`src/rtl/instr_fetch_pkg.sv`:
```
// rtl/instr_fetch_pkg.sv - shared types and constants for the instruction fetch unit
//
// Purpose : FSM state type, reset-PC default, MIPS-style opcode constants,
//           the decoder-control bundle and the branch-offset helper.
// Ports   : none (package).
package instr_fetch_pkg;

  typedef enum logic {
    FETCH = 1'b0,
    EXEC  = 1'b1
  } state_t;

  localparam logic [31:0] RESET_PC_DEFAULT = 32'h0000_0000;

  localparam logic [5:0] OP_J   = 6'h02;
  localparam logic [5:0] OP_JAL = 6'h03;
  localparam logic [5:0] OP_BEQ = 6'h04;
  localparam logic [5:0] OP_BNE = 6'h05;

  // Decoder controls for the held instruction, bundled for the next-PC unit.
  typedef struct packed {
    logic jr;
    logic jump;
    logic branch;
    logic nequal;
  } ctrl_t;

  // Sign-extended 16-bit word offset converted to a byte offset.
  function automatic logic [31:0] branch_offset(input logic [15:0] imm);
    return {{14{imm[15]}}, imm, 2'b00};
  endfunction

endpackage

```
`src/rtl/instr_fetch_next_pc.sv`:
```
// rtl/instr_fetch_next_pc.sv - combinational next-PC selection for the fetch unit
//
// Purpose : computes pc+4 and the address of the instruction that follows
//           the held one (Jr, jump, taken branch or sequential).
// Ports   : pc       in  32  address of the held instruction
//           inst     in  32  held instruction word
//           control  in  ctrl_t  jr/jump/branch/nequal for the held instruction
//           zero     in  1   ALU equality result
//           rs_data  in  32  register rs value (Jr target)
//           next_pc  out 32  selected successor address
//           pc4      out 32  pc+4 (wraps modulo 2^32)
module next_pc
  import instr_fetch_pkg::*;
(
  input  logic [31:0] pc,
  input  logic [31:0] inst,
  input  ctrl_t       control,
  input  logic        zero,
  input  logic [31:0] rs_data,
  output logic [31:0] next_pc,
  output logic [31:0] pc4
);

  logic [31:0] branch_target;
  logic [31:0] jump_target;
  logic [31:0] jr_target;
  logic        branch_taken;

  // Opcode and the Jr low bits do not affect the target; the low bits are
  // reported separately by the top as the misalign flag.
  logic unused_bits;
  assign unused_bits = ^{inst[31:26], rs_data[1:0]};

  assign pc4           = pc + 32'd4;
  assign branch_target = pc4 + branch_offset(inst[15:0]);
  assign jump_target   = {pc4[31:28], inst[25:0], 2'b00};
  assign jr_target     = {rs_data[31:2], 2'b00};

  // beq takes on equal, bne on not-equal: NEqual inverts the sense of zero.
  assign branch_taken  = control.branch & (zero ^ control.nequal);

  always_comb begin
    next_pc = pc4;
    if (control.jr) begin
      next_pc = jr_target;
    end else if (control.jump) begin
      next_pc = jump_target;
    end else if (branch_taken) begin
      next_pc = branch_target;
    end
  end

endmodule

```
`src/rtl/instr_fetch.sv`:
```
// rtl/instr_fetch.sv - two-state instruction fetch unit with PC sequencing
//
// Purpose : fetches one instruction word at a time, holds it for the
//           decoder until downstream signals advance, then moves the PC.
// Ports   : clk, rst           clock, asynchronous active-high reset
//           im_req/im_addr     instruction-memory request and word address
//           im_ack/im_rdata    memory response
//           inst/inst_valid    held instruction to the decoder
//           opcode/funct       inst[31:26] / inst[5:0]
//           Jump/Branch/NEqual/Jr/zero/rs_data  decoder feedback for next PC
//           advance            held instruction completed
//           pc/link_addr       held instruction address / pc+4
//           retired            completed-instruction count (wraps)
//           misalign           sticky: a Jr target had nonzero low bits
module instr_fetch
  import instr_fetch_pkg::*;
#(
  parameter logic [31:0] RESET_PC = RESET_PC_DEFAULT
) (
  input  logic        clk,
  input  logic        rst,
  output logic        im_req,
  output logic [31:0] im_addr,
  input  logic        im_ack,
  input  logic [31:0] im_rdata,
  output logic [31:0] inst,
  output logic        inst_valid,
  output logic [5:0]  opcode,
  output logic [5:0]  funct,
  input  logic        Jump,
  input  logic        Branch,
  input  logic        NEqual,
  input  logic        Jr,
  input  logic        zero,
  input  logic [31:0] rs_data,
  input  logic        advance,
  output logic [31:0] pc,
  output logic [31:0] link_addr,
  output logic [31:0] retired,
  output logic        misalign
);

  state_t      state;
  ctrl_t       ctrl;
  logic [31:0] npc;
  logic [31:0] pc4;

  assign ctrl = '{jr: Jr, jump: Jump, branch: Branch, nequal: NEqual};

  next_pc u_next_pc (
    .pc      (pc),
    .inst    (inst),
    .control (ctrl),
    .zero    (zero),
    .rs_data (rs_data),
    .next_pc (npc),
    .pc4     (pc4)
  );

  always_ff @(posedge clk or posedge rst) begin
    if (rst) begin
      state      <= FETCH;
      pc         <= RESET_PC;
      inst       <= '0;
      inst_valid <= 1'b0;
      retired    <= '0;
      misalign   <= 1'b0;
    end else begin
      case (state)
        FETCH: begin
          if (im_ack) begin
            inst       <= im_rdata;
            inst_valid <= 1'b1;
            state      <= EXEC;
          end
        end
        EXEC: begin
          if (advance) begin
            pc         <= npc;
            retired    <= retired + 32'd1;
            inst_valid <= 1'b0;
            state      <= FETCH;
            if (Jr && (rs_data[1:0] != 2'b00)) begin
              misalign <= 1'b1;
            end
          end
        end
      endcase
    end
  end

  // The request is gated by rst so it drops the instant reset is applied
  // and rises in the first cycle after release, without waiting an edge.
  assign im_req    = (state == FETCH) && !rst;
  assign im_addr   = pc;
  assign opcode    = inst[31:26];
  assign funct     = inst[5:0];
  assign link_addr = pc4;

endmodule

```
`config.mk`:
```
export PLATFORM = sky130hd
export DESIGN_NAME = instr_fetch
export DESIGN_NICKNAME = d
export VERILOG_FILES = /design/src/rtl/instr_fetch_pkg.sv /design/src/rtl/instr_fetch_next_pc.sv /design/src/rtl/instr_fetch.sv
export SDC_FILE = /design/constraint.sdc
export NUM_CORES = 1
export LEC_CHECK = 0
export ABC_AREA = 1
export CAP_MARGIN = 20
export CORE_UTILIZATION = 52
export DETAILED_ROUTE_END_ITERATION = 10
export GPL_TIMING_DRIVEN = 0
export PLACE_DENSITY = 0.88
export SLEW_MARGIN = 20
export SYNTH_ARGS = -nofsm -noshare
export SYNTH_HDL_FRONTEND = slang
export SYNTH_SLANG_ARGS = --single-unit
```
`constraint.sdc`:
```
create_clock -name clk -period 8.1 [get_ports clk]
set_input_delay 1.215 -clock clk [delete_from_list [all_inputs] [get_ports clk]]
set_output_delay 1.215 -clock clk [all_outputs]
set_load 0.02 [all_outputs]
```
* After elaboration in Yosys (flattened, before gate mapping) *
Index checks and enable logic that the tools add are counted.

storage, ports and cells
  register bits = 99
  bits in latches = 0
  RAM bits = 0
  memory bits (read-only) = 0
  output and inout bits = 175
  memories kept = 0

cells by class
  add/sub/neg operators = 3
  multipliers = 0
  div/mod/pow operators = 0
  $lt $le $gt $ge = 0
  equal/unequal tests = 2
  shift operators = 0
  multiplexer cells = 9
  bitwise logic cells = 3
  reductions and logical operators = 8

operator list
  cell                   count
  $mux 32                3
  $add 32x1->32 const B  1
  $add 32x3->32 const B  1
  $add 32x32->32         1
  $reduce_and 2->1       3
  $mux 1                 4
  $ne 2x2->1 const B     2
  $pmux 1 s2             2
  $reduce_and 3->1       1
  $logic_and 1x1->1      2
  $reduce_bool 2->1      1
  $and 1x1->1            1
  $logic_not 1->1        1
  $not 1->1              1
  $xor 1x1->1            1

* Logic depth before layout (Yosys ltp) *
Gate-level depths: netlist (run 1).

  word-level depth = 5
  mapped depth = 24
  depth with buffers taken out = 24

* By module *
Synthesis (run 1) repeated with hierarchy kept, for this count alone.

second synthesis, totals
  cell total of the unflattened synthesis = 1375
  area total of the unflattened synthesis = 8795.9 µm²

by module, submodules not included
  module       times used  cells each  area each (µm²)
  instr_fetch  1           492         4639.4
  next_pc      1           883         4156.5

* Worst setup path before layout (run 1) *
OpenSTA, ideal clock, no wires.

  path kind = reg2reg
  from = reg pc[2], in the netlist im_addr[2]
  to = reg pc[15], in the netlist im_addr[15]
  library setup time = 0.117 ns
  data arrival time = 3.004 ns
  data required time = 7.983 ns
  setup slack = 4.980 ns
  cell stages (with the launch flop) = 19
  path buffers = 0
  period minus slack after synthesis = 3.120 ns
  cells stage by stage = dfrtp_1 -> ha_1 -> nand3_1 -> inv_1 -> nand2_1 -> nor2_1 -> xor2_1 -> ha_1 -> nand2_1 -> nand2_1 -> nand2_1 -> nand2_1 -> a21oi_1 -> nand2_1 -> or2_2 -> nand3_1 -> nand3_1 -> nand2_1 -> nand2_1

between the ends
  longest elaborated chain between the ends = 5

ends and longest elaborated chain
  element                   RTL line                   source
  start: declaration        instr_fetch.sv:37          output logic [31:0] pc,
  start signal: assignment  instr_fetch.sv:79          pc <= npc;
  $add 32x3->32             instr_fetch_next_pc.sv:34  assign pc4 = pc + 32'd4;
  net link_addr[12]         instr_fetch.sv:38          output logic [31:0] link_addr,
  $add 32x32->32            instr_fetch_next_pc.sv:35  assign branch_target = pc4 + branch_offset(inst[15:0]);
  $mux 32                   instr_fetch_next_pc.sv:48  end else if (branch_taken) begin
  $mux 32                   instr_fetch_next_pc.sv:46  end else if (control.jump) begin
  $mux 32                   instr_fetch_next_pc.sv:44  if (control.jr) begin

The timed path passes the listed nets, and every way through them passes these cells.
A chain may end at the register's enable or synchronous reset.

* Final worst setup path (run 1) *
  from = reg pc[2], in the netlist im_addr[2]
  to = out link_addr[12]

between the ends
  longest elaborated chain between the ends = 1

ends and longest elaborated chain
  element           RTL line
  $add 32x3->32     instr_fetch_next_pc.sv:34
  end: declaration  instr_fetch.sv:38

No other way between the ends.

==> metrics.txt, run 1 <==
Hold Vio Cnt, Final=0; postcts setup bufs=0; EDFF count, synth=0; Slowest-stage cell, CP=clkdlybuf4s50_1; hold depth=1; first-pass GRT wire length=43.4 mm; synth-to-layout area growth=37.0%; TritonCTS clock tree=done; Final min period=4.25 ns; Clock Latency Late Sink=0.35 ns; Die H=126 um; CTS Root Cell=clkbuf_16; initial antenna violation count=0; Yosys reg bits=97; CP Capture Type=primary output; Post-DP HPWL=22.4 mm; DRC=0; DR vias=8767; HP Class=register to register; antenna viol nets, final=0; delay-heaviest family, CP=buffers and inverters; worst-path maximum fanout=6; cell with the most instances after synthesis=nand2_1; final slew viol count=0; register area share after synthesis=30.3%; Clock Tree Buf Depth=2; WL final=27.7 mm; Core Util, Final=72.5%; VDD IR max=176 uV; pwr dens=285 nW/um2; gr usage total=35.2%; total congestion overflow=0; fraction of registers with async set/reset=100%; Iter 0 DRT Violations=662; multi-input logic area=4510 um2; Worst Path Required=6.88 ns; Reg2Reg Depth=18; Final Skew=0.0108 ns; Layout fillers=1257; max_cap viols=0; CP Launch Type=register; Initial Util=52.9%; total CTS buffers=9; run status=finished, final reports clean; Synth Flop Type=dfrtp_1; CP max stage delay=0.70 ns; final instance area=11000 um2; post-DR vias/cell=5.39; vias in the first global route=8351; I/O Pins=248; GP Congestion=0.964; # port buffers=239; layout cell share with drive strength beyond 1=8.83%; hold_buf cts=0; worst path buffer plus inverter count=2; measured slew at the worst slew-check pin=0.928 ns; yosys warns=0; n_diodes=0; unrepaired setup endpoints after global routing=no; leading post-synthesis cells by cell area=dfrtp_1 (30%), nand2_1 (16%), inv_1 (7.9%), ha_1 (5.8%), nor2_1 (5.6%); crit-path cells=ha_1 -> nand3_1 -> inv_1 -> nand2_1 -> nor2_1 -> xor2_1 -> clkdlybuf4s50_1; Max Freq=0.235 GHz; Worst EP arrival=3.04 ns; Post-DP Area=10700 um2; First-pass DRT Iterations=5; Final Net Count=1545; Distinct cells, synth=40; Setup TNS=0 ns; cell taking the most area after synthesis=dfrtp_1; Crit. path cell count=7; final setup violation count=0; Synth top area share=30.3%; Leak=0.00545 uW; kind of critical path=register to primary output; die width=126 um; Core Rows=45; CTS H-tree depth=3; Register Area=2430 um2; synthesized instance count=1178; crit share post-route=52.5%; Die Area=15900 um2; CTS resizes=0; largest net degree at the start of global routing=50; Worst-path clk slew=0.08 ns; Fin Hold WS=0.471 ns; Worst slew margin=38.2%; clk sink count=97; synth cell count leaders=nand2_1 (345), inv_1 (168), nor2_1 (119), dfrtp_1 (97), a21oi_1 (70); core area=15100 um2; Synth Cell Area=8010 um2; Routed WL per cell=17.0 um; Mapped Avg Cell Area=6.80 um2
## power breakdown
group | total [uW] | internal, uW | leakage [uW] | switching, uW
clock network | 423 | 227 | 0.000146 | 196
registers | 752 | 578 | 0.00118 | 174
logic | 1950 | 820 | 0.00412 | 1130
## stage by stage
stage	setup WS [ns]	instances	power, uW
2_1_floorplan	4.35	1183	1910
3_3_place_gp	2.84	1610	2630
3_5_place_dp	4.28	1611	2670
4_1_cts	3.90	1627	3100
5_1_grt	3.77	1627	3330
6_report	3.85	1627	3130
## cell type report
cell class | count | share of cell area (%)
timing repair buffer | 240 | 22.0
buffer | 69 | 4.16
sequential | 97 | 22.1
clock buffer | 11 | 2.30
inverter | 170 | 5.86
clock inverter | 5 | 0.330
multi-input combinational | 847 | 41.1
tap | 188 | 2.14
## routing by layer
layer | share of wire [%] | track usage, % | up-vias
met4 | 2.7 | 11.4 | 0
met2 | 47 | 59.5 | 440
met3 | 8.8 | 6.29 | 62
met5 | 0 | 0 | -
li1 | - | - | 4212
met1 | 41 | 45.5 | 4053
## path summary, 6_finish.rpt
| path | endpoint | start | slack, ns |
|---|---|---|---|
| setup / recovery | link_addr[12] | im_addr[2] | 3.85 |
| hold / removal | retired[31] | retired[31] | 0.47 |
| setup reg to reg | im_addr[15] | im_addr[2] | 4.37 |
| max in group asynchronous | inst[21] | rst | 6.17 |
| hold reg to reg | retired[31] | retired[31] | 0.47 |
| min in group asynchronous | retired[4] | rst | 1.30 |
## placed cells by master, fill, tap and decap left out, types with 2 or more instances in the layout
master           instances
a21oi_1                 70
a22oi_1                 21
and2_1                   2
buf_2                   11
buf_4                   48
clkbuf_1                 9
clkbuf_16                9
clkbuf_8                 2
clkdlybuf4s50_1        239
clkinv_2                 2
conb_1                   6
dfrtp_1                 97
ha_1                    37
inv_1                  167
inv_6                    3
mux2_2                  22
nand2_1                345
nand2_2                  8
nand3_1                 62
nand3_2                  2
nand3b_1                 4
nand4_1                 14
nor2_1                 119
nor2_2                   3
nor2_4                   5
nor3_1                  12
nor3_2                   4
nor4_1                   3
o211ai_1                 9
o21ai_0                 27
o21bai_1                 8
o221ai_1                 2
or2_2                    3
xnor2_1                 12
xor2_1                  40
## flip-flops by register name, indices dropped and copies added, names as in the netlist
signal	count
inst	32
retired	32
im_addr	30
inst_valid	1
misalign	1
state	1
## logic make-up after synthesis
| logic type | count (synthesis) | synth area share, % |
|---|---|---|
| simple gates | 588 | 31.0 |
| buf+inv | 239 | 13.7 |
| compound gates | 141 | 10.2 |
| flops | 97 | 30.3 |
| xor+xnor | 52 | 5.68 |
| fa+ha+maj | 38 | 6.03 |
| mux | 22 | 3.09 |
| other cells | 1 | 0.0468 |
No activity file was read; power rests on OpenSTA's default activity.
==> run 2: changes to the inputs <==
--- a/config.mk
+++ b/config.mk
@@ -7,10 +7,10 @@
 export LEC_CHECK = 0
 export ABC_AREA = 1
 export CAP_MARGIN = 20
-export CORE_UTILIZATION = 52
+export CORE_UTILIZATION = 44
 export DETAILED_ROUTE_END_ITERATION = 10
 export GPL_TIMING_DRIVEN = 0
-export PLACE_DENSITY = 0.88
+export PLACE_DENSITY = 0.79
 export SLEW_MARGIN = 20
 export SYNTH_ARGS = -nofsm -noshare
 export SYNTH_HDL_FRONTEND = slang
==> constraint.sdc (replaced) <==
create_clock -name clk -period 3.56 [get_ports clk]
set_input_delay 0.534 -clock clk [delete_from_list [all_inputs] [get_ports clk]]
set_output_delay 0.534 -clock clk [all_outputs]
set_load 0.02 [all_outputs]
==> metrics.txt, run 2 (synthesized netlist as in run 1, its figures left out) <==
run status=finished, final reports clean; Worst EP arrival=3.56 ns; Final Skew=0.0164 ns; Initial Util=45.7%; DR vias=8720; Hold Vio Cnt, Final=0; layout cell share with drive strength beyond 1=10.1%; measured slew at the worst slew-check pin=0.956 ns; commonest non-fill, non-tap cell in the layout=nand2_1; Slowest-stage cell, CP=dfrtp_1; total congestion overflow=0; final setup violation count=0; CP max stage delay=0.43 ns; HP Class=register to register; Post-DP Area=10700 um2; Die Area=18800 um2; CP Capture Type=register; n_diodes=0; CP Launch Type=register; pwr dens=645 nW/um2; First-pass DRT Iterations=7; initial antenna violation count=0; final instance area=11100 um2; Core Rows=48; kind of critical path=register to register; WL final=27.6 mm; CTS Root Cell=clkbuf_16; Iter 0 DRT Violations=725; Post-DP HPWL=22.6 mm; VDD IR max=396 uV; Worst slew margin=36.3%; post-DR vias/cell=5.24; Final min period=3.34 ns; most frequent cells in the layout=nand2_1 (344), clkdlybuf4s50_1 (239), inv_1 (166); Worst Path Required=3.79 ns; TritonCTS clock tree=done; Core Util, Final=63.4%; vias in the first global route=8270; CTS H-tree depth=3; Final Power=7170 uW; total CTS buffers=9; Most common cell on crit path=nand2_1; Clock Tree Buf Depth=2; core area=17500 um2; final slew viol count=0; Max Freq=0.300 GHz; clk sink count=97; crit share post-route=93.7%; Layout fillers=1636; Die H=137 um; max_cap viols=0; GP Congestion=1.00; die width=137 um; first-pass GRT wire length=42.5 mm; crit-path cells=ha_2 -> nand3_2 -> inv_2 -> nand2_1 -> nor2_4 -> nand4_1 -> xor2_2 -> inv_1 -> ha_4 -> nand2_1 -> nor2_1 -> inv_1 -> nor2_1 -> nand3_1 -> nand4_1 -> nand3_1 -> nand2_1 -> nand2_1; Leak=0.00546 uW; gr usage total=29.9%; I/O Pins=248; Routed WL per cell=16.6 um; synth-to-layout area growth=38.8%; hold_buf cts=0; # port buffers=239; antenna viol nets, final=0; Final Net Count=1547; Worst-path clk slew=0.07 ns; worst-path maximum fanout=5; Clock Latency Late Sink=0.36 ns; largest net degree at the start of global routing=74; DRC=0
## run 2: cell types whose count changed in the layout (fill, tap and decap cells not counted), sizes merged
| cell | before | now |
|---|---|---|
| clkbuf | 21 | 20 |
| buf | 60 | 62 |
| bufinv | 0 | 1 |
| clkinv | 4 | 3 |
## run 2: final timing paths
check,depth (start not counted),from,end,slack [ns]
hold reg to reg,1,retired[31],retired[31],0.47
min in group asynchronous,2,rst,retired[5],0.53
setup reg to reg,18,im_addr[3],im_addr[25],0.22
setup / recovery,18,im_addr[3],im_addr[25],0.22
max in group asynchronous,3,rst,im_addr[20],2.37
hold / removal,1,retired[31],retired[31],0.47
## run 2: cell type report
| class | instances | area (um2) | share of cell area (%) |
|---|---|---|---|
| Tap cell | 225 | 282 | 2.53 |
| Buffer | 69 | 457 | 4.11 |
| Sequential cell | 97 | 2440 | 21.9 |
| Timing Repair Buffer | 242 | 2430 | 21.9 |
| Clock inverter | 5 | 63.8 | 0.574 |
| Clock buffer | 10 | 229 | 2.06 |
| Inverter | 170 | 643 | 5.78 |
| Multi-Input combinational cell | 847 | 4570 | 41.1 |
## run 2: timing repair
item	CTS	global route
endpoints found under the setup margin	1	22
buffers inserted	0	2
resized for setup	1	20
pin swaps	0	6
## run 2: metrics by stage
step                setup slack [ns]  hold slack, ns  setup TNS [ns]  instances
detailed placement            0.0125           0.461               0       1648
global route                -0.00904           0.503        -0.00904       1665
finish                         0.223           0.469               0       1665
floorplan                      0.440           0.549               0       1183
CTS                           0.0131           0.471               0       1663
global placement               -1.12           0.447         -107.82       1647
## run 2: report_power, final
group | internal, uW | switching, uW | total [uW]
Clock | 550 | 454 | 1000
Combinational | 1890 | 2560 | 4440
Sequential | 1320 | 400 | 1720
## run 2: worst max-delay path: cells and delay by family, from the launching register on
| kind | cells | cell delay, ns |
|---|---|---|
| XOR/XNOR | 1 | 0.26 |
| flip-flops | 1 | 0.43 |
| buffers and inverters | 3 | 0.32 |
| AND/OR/NAND/NOR | 12 | 1.64 |
| adder cells (fa/ha/maj) | 2 | 0.57 |
## run 2: per-layer routing
metal	part of all wire (%)	vias to the layer above	track usage, %	wire, um
li1	-	4215	-	-
met1	42	4038	38.9	11500
met2	48	419	50.0	13200
met3	8.5	48	5.19	2360
met4	2.1	0	9.71	588
met5	0	-	0	0
==> run 3: changes to the inputs <==
--- a/config.mk
+++ b/config.mk
@@ -7,6 +7,7 @@
 export LEC_CHECK = 0
 export ABC_AREA = 1
 export CAP_MARGIN = 20
+export CORE_ASPECT_RATIO = 0.5
 export CORE_UTILIZATION = 44
 export DETAILED_ROUTE_END_ITERATION = 10
 export GPL_TIMING_DRIVEN = 0
==> metrics.txt, run 3 (synthesized netlist as in run 1, its figures left out) <==
measured slew at the worst slew-check pin=0.902 ns; antenna viol nets, final=0; kind of critical path=register to register; Iter 0 DRT Violations=669; Final min period=3.38 ns; CTS H-tree depth=3; CP Launch Type=register; total CTS buffers=9; run status=complete, but fails checks; post-DR vias/cell=5.25; final slew viol count=0; vias in the first global route=8249; Die Area=18800 um2; final setup violation count=0; largest net degree at the start of global routing=77; Post-Place Worst Slack=-0.0921 ns; crit share post-route=95.1%; Clock Latency Late Sink=0.35 ns; switching power=3640 uW; Leak=0.00547 uW; P_int=3790 uW; n_diodes=0; Worst Path Required=3.80 ns; Register Area=2440 um2; First-pass DRT Iterations=9; GP Congestion=0.989; Post-DP HPWL=25.2 mm; CTS Root Cell=clkbuf_16; initial antenna violation count=0; I/O Pins=248; hold depth=1; Core Util, Final=63.6%; Initial Util=45.5%; Final Power=7430 uW; commonest non-fill, non-tap cell in the layout=nand2_1; clk sink count=97; failing checks=design-rule violations; hold_buf cts=0; unrepaired setup endpoints after global routing=no; Max Freq=0.296 GHz; TritonCTS clock tree=done; Die H=97.4 um; Layout fillers=1605; Final Net Count=1548; VDD IR max=316 uV; HP Class=register to register; Hold Vio Cnt, Final=0; synth-to-layout area growth=39.7%; Clock Tree Buf Depth=2; max_cap viols=0; Combinational Power Share=63.1%; Worst-path clk slew=0.07 ns; Sequential Power Share=23.1%; total congestion overflow=0; DR vias=8788; CP Capture Type=register; clock share of power=13.8%; Reg2Reg Depth=17; Worst slew margin=39.9%; Switching Share=49.0%; Core Rows=34; die width=193 um; first-pass GRT wire length=47.2 mm; Worst EP arrival=3.62 ns; DRC=9; WL final=31.0 mm; Routed WL per cell=18.5 um; Final Skew=0.00717 ns; PnR worst setup slack=0.176 ns; gr usage total=33.6%; setup slack, reg-to-reg=0.18 ns; pwr dens=663 nW/um2; multi-input logic area=4620 um2; # port buffers=239; core area=17600 um2; layout cell share with drive strength beyond 1=11.2%; most frequent cells in the layout=nand2_1 (343), clkdlybuf4s50_1 (239), inv_1 (166); worst-path maximum fanout=6
## run 3: final timing paths
check                            start           to
hold reg to reg            retired[31]  retired[31]
min in group asynchronous          rst     inst[28]
setup / recovery            im_addr[2]  im_addr[30]
hold / removal             retired[31]  retired[31]
max in group asynchronous          rst  im_addr[12]
setup reg to reg            im_addr[2]  im_addr[30]
## run 3: layout make-up
cell class,instances,share of cell area (%)
sequential,97,21.8
timing repair buffer,243,21.8
clock buffer,9,2.01
buffer,69,4.08
tap,234,2.62
clock inverter,6,0.704
multi-input combinational,847,41.2
inverter,170,5.74
## run 3: through the flow
step,setup TNS [ns],instance area [um2],hold slack (ns),cells
detailed placement,-0.232,10700,0.472,1657
finish,0,11200,0.479,1675
CTS,0,11100,0.482,1672
global route,0,11200,0.510,1675
floorplan,0,8030,0.549,1183
global placement,-106.59,10700,0.451,1656
## run 3: what timing repair did
action	in CTS	in global routing
endpoints found under the setup margin	4	23
gates resized for setup	4	31
cloned	0	0
buffers inserted	0	3
pin swaps	0	2
## run 3: critical path: stages, from the launching register on
cell and delay [ns]:
dfrtp_2 0.44, inv_1 0.15, nor2_1 0.25, nand2_1 0.19, xor2_2 0.25, inv_1 0.11
ha_1 0.37, nand2_1 0.13, nor2_1 0.13, nand3_1 0.11, nand2_1 0.21, nand2_1 0.08
nand2_1 0.18, nand2_1 0.19, nand3_1 0.13, nand2_1 0.05, o21ai_0 0.23, nand2_1 0.08
## run 3: power groups by stage
stage	Clock, uW	Combinational [uW]	Sequential [uW]
floorplan	0	2480	1860
global placement	0	4460	1710
detailed placement	0	4510	1710
CTS	1030	4550	1690
global route	1080	5030	1750
finish	1020	4690	1720
## run 3: metal layers
metal | global-route usage [%] | share of wire [%] | vias to the layer above
li1 | - | - | 4215
met1 | 47.7 | 44 | 4165
met2 | 50.5 | 44 | 379
met3 | 9.46 | 11 | 29
met4 | 6.97 | 1.4 | 0
met5 | 0 | 0 | -
